## src/rtl/lcd_ctrl.sv

```systemverilog
// HD44780 bus sequencer: turns a START edge on the LSU LCD register into a
// timed setup / E pulse / hold / execution-wait cycle and reports busy + read-back.
`timescale 1ns/1ps
module lcd_ctrl #(
  parameter int unsigned T_SETUP_CYC = 4,
  parameter int unsigned T_EN_CYC    = 12,
  parameter int unsigned T_HOLD_CYC  = 2,
  parameter int unsigned T_EXEC_CYC  = 2000,
  parameter int unsigned T_LONG_CYC  = 82000
) (
  input  logic        i_clk,
  input  logic        i_rst,
  input  logic [31:0] i_io_lcd,
  input  logic [7:0]  i_lcd_data,
  output logic [7:0]  o_lcd_data,
  output logic        o_lcd_data_oe,
  output logic        o_lcd_en,
  output logic        o_lcd_rs,
  output logic        o_lcd_rw,
  output logic        o_lcd_on,
  output logic [31:0] o_lcd_status
);

  localparam int unsigned P_MAX01 = (T_SETUP_CYC > T_EN_CYC)   ? T_SETUP_CYC : T_EN_CYC;
  localparam int unsigned P_MAX2  = (P_MAX01 > T_HOLD_CYC)     ? P_MAX01     : T_HOLD_CYC;
  localparam int unsigned P_MAX3  = (P_MAX2 > T_EXEC_CYC)      ? P_MAX2      : T_EXEC_CYC;
  localparam int unsigned P_MAX   = (P_MAX3 > T_LONG_CYC)      ? P_MAX3      : T_LONG_CYC;
  localparam int unsigned CW      = (P_MAX > 1) ? $clog2(P_MAX) : 1;

  localparam logic [CW-1:0] LD_SETUP = CW'(T_SETUP_CYC - 1);
  localparam logic [CW-1:0] LD_EN    = CW'(T_EN_CYC - 1);
  localparam logic [CW-1:0] LD_HOLD  = CW'(T_HOLD_CYC - 1);
  localparam logic [CW-1:0] LD_EXEC  = CW'(T_EXEC_CYC - 1);
  localparam logic [CW-1:0] LD_LONG  = CW'(T_LONG_CYC - 1);

  typedef enum logic [2:0] {S_IDLE, S_SETUP, S_ENABLE, S_HOLD, S_EXEC} state_t;

  state_t          r_state, w_state_nxt;
  logic [CW-1:0]   r_cnt, w_cnt_nxt;
  logic            r_start_q;
  logic            r_rs, r_rw, r_on, r_rd_valid;
  logic [7:0]      r_dat, r_rd_data;

  logic            w_start, w_accept, w_cnt_zero, w_long_cmd, w_drive, w_capture;
  logic            w_unused;

  assign w_start    = i_io_lcd[10] & ~r_start_q;
  assign w_accept   = (r_state == S_IDLE) & w_start;
  assign w_cnt_zero = (r_cnt == '0);
  // Clear display / return home need the long execution wait.
  assign w_long_cmd = ~r_rs & ~r_rw & ((r_dat == 8'h01) | (r_dat == 8'h02) | (r_dat == 8'h03));
  assign w_capture  = (r_state == S_ENABLE) & w_cnt_zero & r_rw;
  assign w_unused   = &{1'b0, i_io_lcd[30:11]};

  always_comb begin
    w_state_nxt = r_state;
    w_cnt_nxt   = w_cnt_zero ? r_cnt : r_cnt - CW'(1);
    case (r_state)
      S_IDLE: if (w_start) begin
        w_state_nxt = S_SETUP;
        w_cnt_nxt   = LD_SETUP;
      end
      S_SETUP: if (w_cnt_zero) begin
        w_state_nxt = S_ENABLE;
        w_cnt_nxt   = LD_EN;
      end
      S_ENABLE: if (w_cnt_zero) begin
        w_state_nxt = S_HOLD;
        w_cnt_nxt   = LD_HOLD;
      end
      S_HOLD: if (w_cnt_zero) begin
        if (r_rw) begin
          w_state_nxt = S_IDLE;
        end else begin
          w_state_nxt = S_EXEC;
          w_cnt_nxt   = w_long_cmd ? LD_LONG : LD_EXEC;
        end
      end
      S_EXEC: if (w_cnt_zero) w_state_nxt = S_IDLE;
      default: w_state_nxt = S_IDLE;
    endcase
  end

  always_ff @(posedge i_clk) begin
    if (!i_rst) begin
      r_state    <= S_IDLE;
      r_cnt      <= '0;
      r_start_q  <= 1'b1;
      r_rs       <= 1'b0;
      r_rw       <= 1'b0;
      r_dat      <= '0;
      r_on       <= 1'b0;
      r_rd_valid <= 1'b0;
      r_rd_data  <= '0;
    end else begin
      r_state   <= w_state_nxt;
      r_cnt     <= w_cnt_nxt;
      r_start_q <= i_io_lcd[10];
      r_on      <= i_io_lcd[31];
      if (w_accept) begin
        r_rs       <= i_io_lcd[9];
        r_rw       <= i_io_lcd[8];
        r_dat      <= i_io_lcd[7:0];
        r_rd_valid <= 1'b0;
        r_rd_data  <= '0;
      end else if (w_capture) begin
        r_rd_valid <= 1'b1;
        r_rd_data  <= i_lcd_data;
      end
    end
  end

  assign w_drive       = (r_state == S_SETUP) | (r_state == S_ENABLE) | (r_state == S_HOLD);
  assign o_lcd_en      = (r_state == S_ENABLE);
  assign o_lcd_rs      = w_drive & r_rs;
  assign o_lcd_rw      = w_drive & r_rw;
  assign o_lcd_data    = w_drive ? r_dat : '0;
  assign o_lcd_data_oe = w_drive & ~r_rw;
  assign o_lcd_on      = r_on;
  assign o_lcd_status  = {(r_state != S_IDLE), 22'd0, r_rd_valid, r_rd_data};

endmodule
```

## config.mk

```make
export PLATFORM = sky130hd
export DESIGN_NAME = lcd_ctrl
export DESIGN_NICKNAME = d
export VERILOG_FILES = /design/src/rtl/lcd_ctrl.sv
export SDC_FILE = /design/constraint.sdc
export NUM_CORES = 1
export LEC_CHECK = 0
export BUFFER_PORTS_ARGS = -buffer_cell sky130_fd_sc_hd__buf_2
export CORE_ASPECT_RATIO = 1.75
export CORE_MARGIN = 2
export CORE_UTILIZATION = 40
export DETAILED_ROUTE_END_ITERATION = 10
export GPL_TIMING_DRIVEN = 0
export PLACE_DENSITY = 0.75
export SYNTH_ARGS = -nofsm -noshare
export SYNTH_HDL_FRONTEND = slang
export SYNTH_SLANG_ARGS = --single-unit
```

## constraint.sdc

```tcl
create_clock -name i_clk -period 2.4 [get_ports i_clk]
set_input_delay 0.12 -clock i_clk [delete_from_list [all_inputs] [get_ports i_clk]]
set_output_delay 0.12 -clock i_clk [all_outputs]
set_load 0.1 [all_outputs]
```

==> metrics <==
outcome finished, violations left; violations in the final reports negative setup slack; initial core utilization between 40% and 50%; 1st-iter DRT viols 65; setup repair after global routing missed its margin yes; main combinational cell family by area after synthesis simple AND/OR/NAND/NOR gates; global routing usage on met1 18.97%; proportion of synthesized area in mux cells under 10%; VDD IR max about 0.56 mV; Static Leak about 1.3 nW; post-synthesis cell type count 46; DRC Markers 0; Inst Count DP between 400 and 500; cells along the critical path or4_4 -> or3_4 -> buf_8 -> nor2_4 -> inv_4 -> ha_4 -> a22oi_2 -> o221ai_2 -> o221a_2; Die Y approximately 100 µm; sum of overflow across all layers after global routing 0; count of non-filler cells in the finished layout about 430; Crit-path slowest cell sky130_fd_sc_hd__or4_4; achievable frequency between 0.4 and 0.5 GHz; TritonCTS clock tree yes; per-cell via count in the routed design between 4 and 5; Filler cells 520; area of the placeable core roughly 0.0053 mm²; worst-case headroom to the max-slew limit 36.85%; wire length of the first global-routing pass roughly 8400 µm; Synth Area in Adders ~1.7%; antenna-violating nets left 0; minimum clock period 2465 ps; layout cells sized above 1 around 29%; summed area of non-filler cells in the final layout around 0.0028 mm²; number of antenna violations at the first check in global routing 0; post-layout net count around 400; number of standard cells after synthesis about 280; # port buffers 43; final period utilization 102.7%; area after detailed placement 0.002646 mm²; met3 GRT Util between 2 and 3%; CP Capture Type flop; floorplan die width 60.34 µm; CTS clock-pin slew for the worst setup and hold paths approximately 80 ps; flip-flop and latch count after synthesis just over 40; CTS H-Tree Depth 2; nature of the critical path startpoint flop; Post-synth EDFFs 0; total CTS buffers 5; setup violators final 1; global routing usage on met2 between 30 and 40%; post-synthesis xor/xnor area fraction under 10%; Final Hold Viols 0; Worst Max-Slew Pin Slew between 900 and 1000 ps; total negative slack for setup checks -65.18 ps; placer congestion estimate 0.8871; Power Dens Cells roughly 1400 mW/mm²; clock latency reported for the late side of the worst-skew pair approximately 300 ps; fraction of synthesis flops using an asynchronous set or reset pin 0%; Tightest Hold Check Type primary input to flop; max-slew violation count 0; die area 0.006191 mm²; class of the most critical setup path flop to flop; TritonCTS Sinks between 40 and 50; post-route worst setup slack -65.18 ps; maximum clock insertion buffer count 2; synthesized area per cell just under 8 µm²; synthesized-area fraction occupied by and/or/nand/nor cells a little over a quarter; required time at the endpoint of the critical path between 2000 and 3000 ps; ports placed on the boundary 87; CP arrival approximately 2700 ps; average detailed-routed wire length per instance about 12 µm; Max-cap violations 0; total inserted antenna cells 0; Final HPWL DP just under 4000 µm; Final Skew roughly 7 ps; number of optimization iterations in the first detailed-route pass 4; layer with the highest usage met2; sequential cell area fraction in the yosys report between 30% and 40%; worst-path fanout max 7; routed via count about 2100; number of global-route vias before repair between 1500 and 2000; highest cell delay on the worst timing path around 540 ps; primary flip-flop cell chosen by synthesis mapping sky130_fd_sc_hd__dfxtp_1; synthesized-area fraction occupied by ao, oa, aoi and oai cells approximately 15%; Setup Slack @ Placement -134.2 ps; row count 35; post-synthesis instance area between 0.002 and 0.0025 mm²; Clock Root Buffer sky130_fd_sc_hd__clkbuf_8; total of warnings raised by yosys 0; area delta synth->final 26.52%; overall routed net length slightly above 5000 µm; maximum number of pins on one net before global-route repair 12; combined global-route utilization of all metal layers between 10% and 20%
==> routing by layer <==
| metal | vias to the layer above | wire (µm) |
|---|---|---|
| li1 | 1080 | - |
| met3 | 14 | 227 |
| met5 | - | 0 |
| met1 | 937 | 1949 |
| met4 | 0 | 168 |
| met2 | 77 | 2831 |
==> layout make-up <==
class / count / area, µm² / share of cell area, %
Tap cell: 74 / 92.59 / 3.293
Multi-Input combinational cell: 218 / 1291 / 45.93
Buffer: 34 / 227.7 / 8.100
Inverter: 10 / 40.04 / 1.424
Clock buffer: 7 / 86.33 / 3.071
Timing Repair Buffer: 47 / 245.2 / 8.723
Sequential cell: 41 / 828.3 / 29.46
==> synthesized netlist by cell type, drive strengths merged, types with 3 or more instances <==
| cell | count | area share, % |
|---|---|---|
| nor4 | 7 | 2.0 |
| clkbuf | 10 | 1.7 |
| nand2 | 29 | 4.9 |
| xnor2 | 8 | 3.2 |
| or2 | 3 | 0.84 |
| nand2b | 5 | 1.4 |
| inv | 10 | 1.7 |
| nor2 | 30 | 5.1 |
| or4 | 3 | 1.2 |
| and2 | 11 | 3.1 |
| or3 | 3 | 0.84 |
| nor3 | 12 | 2.7 |
| a31oi | 4 | 1.1 |
| buf | 24 | 8.0 |
| dfxtp | 41 | 37 |
| mux2i | 9 | 4.1 |
| a21oi | 25 | 5.6 |
| ha | 3 | 1.7 |
| nand3 | 7 | 1.6 |
| o21ai | 10 | 2.3 |
==> report_power, final <==
part	internal [mW]	total [mW]	switching (mW)
logic	1.01	2.36	1.35
clock network	0.228	0.456	0.228
registers	0.843	1.02	0.172
==> timing repair <==
item,CTS,global route
hold endpoints to repair,0,0
hold buffers,0,0
resized for setup,5,12
buffers inserted,2,2
setup endpoints to repair,3,20
pin swaps,2,6
==> final timing paths <==
| path | from | end | cells after the start | slack (ps) |
|---|---|---|---|---|
| worst min-delay path | i_io_lcd[31] | o_lcd_on | 2 | 30 |
| worst min register to register | r_rd_valid | r_rd_valid | 2 | 460 |
| worst max register to register | r_cnt[15] | r_cnt[0] | 9 | -70 |
| worst max-delay path | r_cnt[15] | r_cnt[0] | 9 | -70 |
==> flip-flops by register name (all words and copies together), names as in the netlist <==
register	flops
o_lcd_on	1
r_cnt	17
r_dat	8
r_rd_data	8
r_rd_valid	1
r_rs	1
r_rw	1
r_start_q	1
r_state	3
==> worst max-delay path: cells and delay by family, from the launching register on <==
family                     cells  cell delay, ps
AOI/OAI and AO/OA              3             530
and+or+nand+nor                3            1040
buffers and inverters          2             200
DFF                            1             340
adders and majority gates      1             230
==> logic make-up (layout without fill, tap and decap cells) <==
logic type | Yosys count | after routing
AND/OR/NAND/NOR | 118 | 118
flip-flops | 41 | 41
AO/OA/AOI/OAI | 55 | 55
adder cells (fa/ha/maj) | 3 | 3
other | 1 | 22
buffers and inverters | 44 | 98
XOR/XNOR | 10 | 10
multiplexers | 10 | 10
==> cells in the final DEF, fill, tap and decap left out, types with 2 or more instances in the layout <==
cell type and n:
sky130_fd_sc_hd__xor2_1 2, sky130_fd_sc_hd__nor2_1 28, sky130_fd_sc_hd__dfxtp_1 37, sky130_fd_sc_hd__dfxtp_2 3
sky130_fd_sc_hd__nand2b_1 5, sky130_fd_sc_hd__clkbuf_1 9, sky130_fd_sc_hd__o31ai_1 2, sky130_fd_sc_hd__or2_2 2
sky130_fd_sc_hd__mux2i_1 9, sky130_fd_sc_hd__ha_1 2, sky130_fd_sc_hd__clkbuf_8 6, sky130_fd_sc_hd__xnor2_1 8
sky130_fd_sc_hd__nor2b_1 2, sky130_fd_sc_hd__buf_4 27, sky130_fd_sc_hd__inv_1 9, sky130_fd_sc_hd__nor4_1 7
sky130_fd_sc_hd__o21ai_0 8, sky130_fd_sc_hd__nand3_1 7, sky130_fd_sc_hd__or4_4 2, sky130_fd_sc_hd__nand2_1 29
sky130_fd_sc_hd__nor3_2 2, sky130_fd_sc_hd__buf_2 44, sky130_fd_sc_hd__a31oi_1 4, sky130_fd_sc_hd__conb_1 22
sky130_fd_sc_hd__nand4_1 2, sky130_fd_sc_hd__o22ai_1 2, sky130_fd_sc_hd__a21oi_1 24, sky130_fd_sc_hd__or3_1 2
sky130_fd_sc_hd__nor3_1 10, sky130_fd_sc_hd__nor4b_1 2, sky130_fd_sc_hd__and2_1 11
==> through the flow <==
stage | power [mW] | util, % | hold slack (ps)
global route | 4.095 | 53.06 | 35.79
global placement | 3.034 | 49.94 | 320.9
CTS | 3.604 | 52.09 | 30.15
floorplan | 2.685 | - | 221.5
detailed placement | 3.052 | 49.94 | 330.8
finish | 3.830 | 53.06 | 28.19
Note: power is estimated with default switching activity, not from simulation.
